--- src/rtl/riscv_pkg.sv ---
// Shared fetch definitions: FSM state encoding, EBREAK opcode, PC step.
// Optional feature macro: FETCH_HALT_EBREAK_EN adds the HALT state.
package riscv_pkg;

  // EBREAK instruction encoding (SYSTEM opcode, imm=1)
  localparam logic [31:0] EBREAK_INSN = 32'h0010_0073;

  // Byte increment between sequential 32-bit instructions
  localparam int unsigned PC_INC = 4;

`ifdef FETCH_HALT_EBREAK_EN
  typedef enum logic [1:0] {
    ST_RUN   = 2'd0,
    ST_STALL = 2'd1,
    ST_HALT  = 2'd2
  } fetch_state_e;
`else
  typedef enum logic [1:0] {
    ST_RUN   = 2'd0,
    ST_STALL = 2'd1
  } fetch_state_e;
`endif

endpackage

--- src/rtl/fetch_ctrl.sv ---
// Instruction fetch controller: drives a combinational ROM from the fetch
// pointer, registers one instruction toward the consumer with valid/ready
// backpressure, and accepts redirects that flush the held instruction.
// Optional feature macro: FETCH_HALT_EBREAK_EN -- stop fetching once an
// EBREAK has been loaded; resume only on redirect or reset.
module fetch_ctrl
  import riscv_pkg::*;
#(
  parameter int              ADDR_W   = 8,
  parameter int              DATA_W   = 32,
  parameter logic [ADDR_W-1:0] RESET_PC = '0
) (
  input  logic              clk_i,
  input  logic              resetb_i,
  output logic [ADDR_W-1:0] rom_addr_o,
  input  logic [DATA_W-1:0] rom_data_i,
  input  logic              redirect_valid_i,
  input  logic [ADDR_W-1:0] redirect_addr_i,
  output logic              instr_valid_o,
  output logic [DATA_W-1:0] instr_o,
  output logic [ADDR_W-1:0] instr_pc_o,
  input  logic              instr_ready_i,
  output logic              halt_o
);

  fetch_state_e      r_state;
  logic [ADDR_W-1:0] r_pc_q;
  logic              r_valid;
  logic [DATA_W-1:0] r_instr;
  logic [ADDR_W-1:0] r_instr_pc;

  logic              w_accept;
  logic              w_advance;
  logic [ADDR_W-1:0] w_pc_inc;
  logic [ADDR_W-1:0] w_redirect_pc;

  // Output register may be refilled when empty or being consumed this cycle
  assign w_accept      = r_valid & instr_ready_i;
  assign w_advance     = ~r_valid | instr_ready_i;
  // Natural wrap at 2^ADDR_W, no overflow indication
  assign w_pc_inc      = r_pc_q + ADDR_W'(PC_INC);
  // Targets are word aligned; low byte-offset bits are discarded
  assign w_redirect_pc = {redirect_addr_i[ADDR_W-1:2], 2'b00};

`ifdef FETCH_HALT_EBREAK_EN
  logic r_halt;
  logic w_is_ebreak;

  assign w_is_ebreak = (rom_data_i == DATA_W'(EBREAK_INSN));
  assign halt_o      = r_halt;

  // Fetch FSM: redirect wins, then halt drain, then run/stall handshake
  always_ff @(posedge clk_i or negedge resetb_i) begin
    if (!resetb_i) begin
      r_state    <= ST_RUN;
      r_pc_q     <= RESET_PC;
      r_valid    <= 1'b0;
      r_instr    <= '0;
      r_instr_pc <= '0;
      r_halt     <= 1'b0;
    end else if (redirect_valid_i) begin
      r_state <= ST_RUN;
      r_pc_q  <= w_redirect_pc;
      r_valid <= 1'b0;
      r_halt  <= 1'b0;
    end else begin
      case (r_state)
        ST_HALT: begin
          // EBREAK stays presented until taken, then output goes empty
          if (w_accept) begin
            r_valid <= 1'b0;
          end
        end
        default: begin
          if (w_advance) begin
            r_instr    <= rom_data_i;
            r_instr_pc <= r_pc_q;
            r_valid    <= 1'b1;
            r_pc_q     <= w_pc_inc;
            if (w_is_ebreak) begin
              r_state <= ST_HALT;
              r_halt  <= 1'b1;
            end else begin
              r_state <= ST_RUN;
            end
          end else begin
            r_state <= ST_STALL;
          end
        end
      endcase
    end
  end
`else
  assign halt_o = 1'b0;

  // Fetch FSM: redirect wins, otherwise run/stall handshake
  always_ff @(posedge clk_i or negedge resetb_i) begin
    if (!resetb_i) begin
      r_state    <= ST_RUN;
      r_pc_q     <= RESET_PC;
      r_valid    <= 1'b0;
      r_instr    <= '0;
      r_instr_pc <= '0;
    end else if (redirect_valid_i) begin
      r_state <= ST_RUN;
      r_pc_q  <= w_redirect_pc;
      r_valid <= 1'b0;
    end else begin
      case (r_state)
        default: begin
          if (w_advance) begin
            r_instr    <= rom_data_i;
            r_instr_pc <= r_pc_q;
            r_valid    <= 1'b1;
            r_pc_q     <= w_pc_inc;
            r_state    <= ST_RUN;
          end else begin
            r_state <= ST_STALL;
          end
        end
      endcase
    end
  end
`endif

  assign rom_addr_o    = r_pc_q;
  assign instr_valid_o = r_valid;
  assign instr_o       = r_instr;
  assign instr_pc_o    = r_instr_pc;

endmodule
--- config.mk ---
export PLATFORM = sky130hd
export DESIGN_NAME = fetch_ctrl
export DESIGN_NICKNAME = d
export VERILOG_FILES = /design/src/rtl/riscv_pkg.sv /design/src/rtl/fetch_ctrl.sv
export SDC_FILE = /design/constraint.sdc
export NUM_CORES = 1
export LEC_CHECK = 0
export CAP_MARGIN = 20
export CORE_ASPECT_RATIO = 0.75
export CORE_MARGIN = 2
export CORE_UTILIZATION = 35
export DETAILED_ROUTE_END_ITERATION = 16
export GPL_TIMING_DRIVEN = 0
export PLACE_DENSITY = 0.81
export SKIP_CTS_REPAIR_TIMING = 1
export SLEW_MARGIN = 20
export SYNTH_ARGS = -nofsm -noshare
export SYNTH_HDL_FRONTEND = slang
export SYNTH_SLANG_ARGS = --single-unit
--- constraint.sdc ---
create_clock -name clk_i -period 3.1 [get_ports clk_i]
set_clock_uncertainty 0.05 [all_clocks]
set_input_delay 0.62 -clock clk_i [delete_from_list [all_inputs] [get_ports clk_i]]
set_output_delay 0.62 -clock clk_i [all_outputs]
set_load 0.01 [all_outputs]
* Word level (Yosys, flattened, before mapping)
Index checks and enable logic that the tools add are counted.
** Cells by class
- Add/subtract/negate cells :: 1
- $mul :: 0
- Divide/modulo/power cells :: 0
- $lt $le $gt $ge :: 0
- Eq/ne operators :: 0
- Shifts and indexed selects :: 0
- Muxes and demuxes :: 4
- Bitwise logic cells :: 3
- Reduce and logical (&&, ||, !) cells :: 2
** Operators by type and width (number)
- $mux 8 :: 2
- $add 8x3->8 const B :: 1
- $mux 1 :: 2
- $not 1->1 :: 2
- $reduce_and 2->1 :: 1
- $reduce_bool 2->1 :: 1
- $or 1x1->1 :: 1
** Storage, ports and cells
- Register bits :: 49
- Bits in latches :: 0
- Bits in writable memories :: 0
- Bits in read-only memories :: 0
- Word-level logic and storage cells :: 14
- Memories kept :: 0

* Longest topological paths before layout
- Word-level depth :: 4
- Mapped depth :: 5
- Gate-level depth less buffers :: 4

* Worst setup path before layout
Ideal clock, no wire load.
- Kind :: input to register
- Start :: in redirect_valid_i
- End :: reg r_instr[0] (netlist: instr_o[0])
- Library setup time :: 0.125 ns
- Arrival :: 1.490 ns
- Required time :: 2.925 ns
- Slack :: 1.435 ns
- Stages :: 5
- Buffers on the path :: 3
- Cells stage by stage :: buf_4 > nor2_2 > buf_6 > buf_6 > mux2_4
** Between the ends
- Cells in the longest elaborated chain, start to end :: 2
** Ends and longest elaborated chain
- from (decl) :: line fetch_ctrl.sv:17 : input logic redirect_valid_i,
- $not 1->1 (no source line)
- $reduce_and 2->1 (no source line)
- to (signal assigned) :: line fetch_ctrl.sv:112 : r_instr <= rom_data_i;
- to (decl) :: line fetch_ctrl.sv:29 : logic [DATA_W-1:0] r_instr;
No other way between the ends.
A chain may end at the register's enable or synchronous reset.

* Worst setup path after layout
- Start :: reg r_pc_q[5] (netlist: rom_addr_o[5])
- End :: out rom_addr_o[5]
** RTL lines
- from (decl) :: line fetch_ctrl.sv:27 : logic [ADDR_W-1:0] r_pc_q;
- from (signal assigned) :: line fetch_ctrl.sv:106 : r_pc_q <= w_redirect_pc;
- from (signal assigned) :: line fetch_ctrl.sv:115 : r_pc_q <= w_pc_inc;
- to (decl) :: line fetch_ctrl.sv:15 : output logic [ADDR_W-1:0] rom_addr_o,
No word-level cell between the ends.

==> impl_metrics.ini <==
[status]
status = completed

[logic_synthesis]
synth_seq_cells = 45
yosysMostFrequentCell = dfrtp_1
synth_area_leaders = dfrtp_1, mux2_4, mux2_2
syn-mean-instance-area_um2 = 15.1
synthCells = 127
netlist_area_mm2 = 0.00192
synthTopCellsByCount = dfrtp_1, mux2_4, mux2_2
synth_top_cell_area_share_pct = 58.7
ys_seq_area_share_pct = 58.7
synth.lib_cells_used.distinct = 26
synth-main-ff-cell = dfrtp_1
synth_warnings = 0
yosysTopAreaCell = dfrtp_1
synth_edf_count = 0
async_flop_share_pct = 100

[floorplanning]
die_h_um = 68.1
io_pins = 94
dieArea_mm2 = 0.00610
start_util_pct = 36.1
core_mm2 = 0.00532
die_width_um = 89.5
rows = 23

[global_routing]
grt_max_degree = 25
grt-ovfl-total = 0
grt_pass1_wl_um = 6320
track_usage_pct = 13.9
antenna_found_initial = 0
grt_pass1_vias = 1322

[timing]
fin_crit_sh_pct = 64.0
finalWorstSetupSlack_ns = 1.12
fmax_mhz = 504
maxSlewHeadroom_pct = 66.1
setup_viol = 0
rsz0062_at_grt = no
hold_viol_final = 0
final-max-slew-violation-count = 0
tightest_slew_ns = 0.508
fin_setup_tns_ns = 0
period_minus_slack_ns = 1.98

[worst_setup_path]
worstSetupEndpoint = rom_addr_o[5]
crit_fanout = 7
r2r_start = instr_valid_o$_DFFE_PN0P_
cp.depth = 1
critPathLaunch = rom_addr_o[5]$_DFFE_PN0P_
r2r_end = instr_o[10]$_DFFE_PN0P_
max_stage_delay_ns = 0.58
critPathCaptureType = primary output
crit_required_ns = 2.43
crit_path_start_kind = register
r2r_cells = 5
critPathArrivalTime_ns = 1.31
r2r_setup_slack_ns = 1.57
worstSetupPathType = register to primary output
crit_family = buffers and inverters
crit_chain = clkdlybuf4s50_1
cp.buffers_inverters = 1
cp_slowest_cell = clkdlybuf4s50_1

[hold_path]
hold_class = primary input to async pin

[clocking]
h-tree-depth = 2
cts_sinks = 45
numCtsBuffers = 5
cts_buffer_depth = 2
path_clk_slew_ns = 0.08
cts-root-buf = clkbuf_8
clk_latency_ns = 0.29
cts_tree = yes

[layout]
syn_to_final_growth_pct = 57.0
final_cells = 300
drive_gt1_share_pct = 28.0
fin_util_pct = 56.6
nets = 269
n_antenna_cell = 0

[placement]
dp.cells = 292
dpl_worst_slack_ns = 0.869
gp_congestion = 0.739
port_buffers = 85
dpl.hpwl_um = 3210

[drt]
wl_per_cell_um = 13.7
drtAntennaViolNets = 0
viasPerCell = 4.45
dr.pass1.iters = 3
routed_wl_um = 4120
drc = 0
via_count = 1335
drt_iter0_markers = 39

[pwr]
power_density_mw_per_mm2 = 534
vdd_ir_drop_max_mv = 0.278
p_leak_uw = 0.00130

[flow_run]
maxCapViolCount = 0
## through the flow
stage | power, uW | hold WS (ns) | instance area (um^2)
6_report | 1610 | 0.240 | 3010
5_1_grt | 1700 | 0.270 | 3010
4_1_cts | 1640 | 0.243 | 3010
3_5_place_dp | 1170 | 0.442 | 2890
3_3_place_gp | 1160 | 0.439 | 2880
2_1_floorplan | 913 | 0.274 | 1930
## layout make-up
class,instances,area [um^2]
clock inverters,2,37.5
clock buffers,6,82.6
flip-flops and latches,45,1130
plain buffers,10,83.8
well taps,75,93.8
repair buffers,86,866
fillers,460,2310
inverters,3,11.3
multi-input cells,73,713
## state kept, by name (all words and copies together) (netlist names)
signal / count
rom_addr_o: 6
instr_valid_o: 1
instr_o: 32
instr_pc_o: 6
## worst min-delay path by stage
stage	to	slack, ns	depth (start not counted)
after global routing	rom_addr_o[2]$_DFFE_PN0P_	0.27	1
after global placement	instr_o[21]$_DFFE_PN0P_	0.44	1
after detailed placement	instr_o[9]$_DFFE_PN0P_	0.44	1
after CTS	instr_pc_o[3]$_DFFE_PN0P_	0.24	1
final	rom_addr_o[6]$_DFFE_PN0P_	0.24	1
after floorplan	instr_o[0]$_DFFE_PN0P_	0.27	0
## power breakdown
part	switching (uW)	internal (uW)
registers	52.8	668
logic	147	289
clock network	190	262
## logic make-up (layout without fill, tap and decap cells)
family / count (synthesis) / after routing / synth area share (%)
AOI/OAI and AO/OA: 9 / 9 / 2.87
xor gates and xnor gates: 1 / 1 / 0.456
adders and majority gates: 1 / 1 / 0.652
buffers and inverters: 13 / 107 / 4.95
DFF: 45 / 45 / 58.7
muxes: 39 / 39 / 26.7
other: 1 / 5 / 0.195
and+or+nand+nor: 18 / 18 / 5.48
## routing by layer
| layer | vias up | part of all wire (%) | routed length [um] | track usage (%) |
|---|---|---|---|---|
| met1 | 655 | 45 | 1860 | 17.4 |
| met5 | - | 0 | 0 | 0 |
| met3 | 4 | 6.8 | 278 | 4.10 |
| li1 | 624 | - | - | - |
| met2 | 52 | 47 | 1940 | 23.1 |
| met4 | 0 | 0.92 | 38 | 5.04 |
## cells in the final DEF (no fill, tap or decap), types with 4 or more instances in the layout
cell / netlist / layout
dfrtp_1: 45 / 45
mux2_2: 18 / 18
buf_4: 6 / 6
mux2_4: 20 / 20
conb_1: 1 / 5
clkdlybuf4s50_1: 0 / 84
clkbuf_8: 0 / 6
nor2_1: 4 / 4
nand2_1: 4 / 4
o21ai_0: 4 / 4
Power figures use the tool's default switching activity.
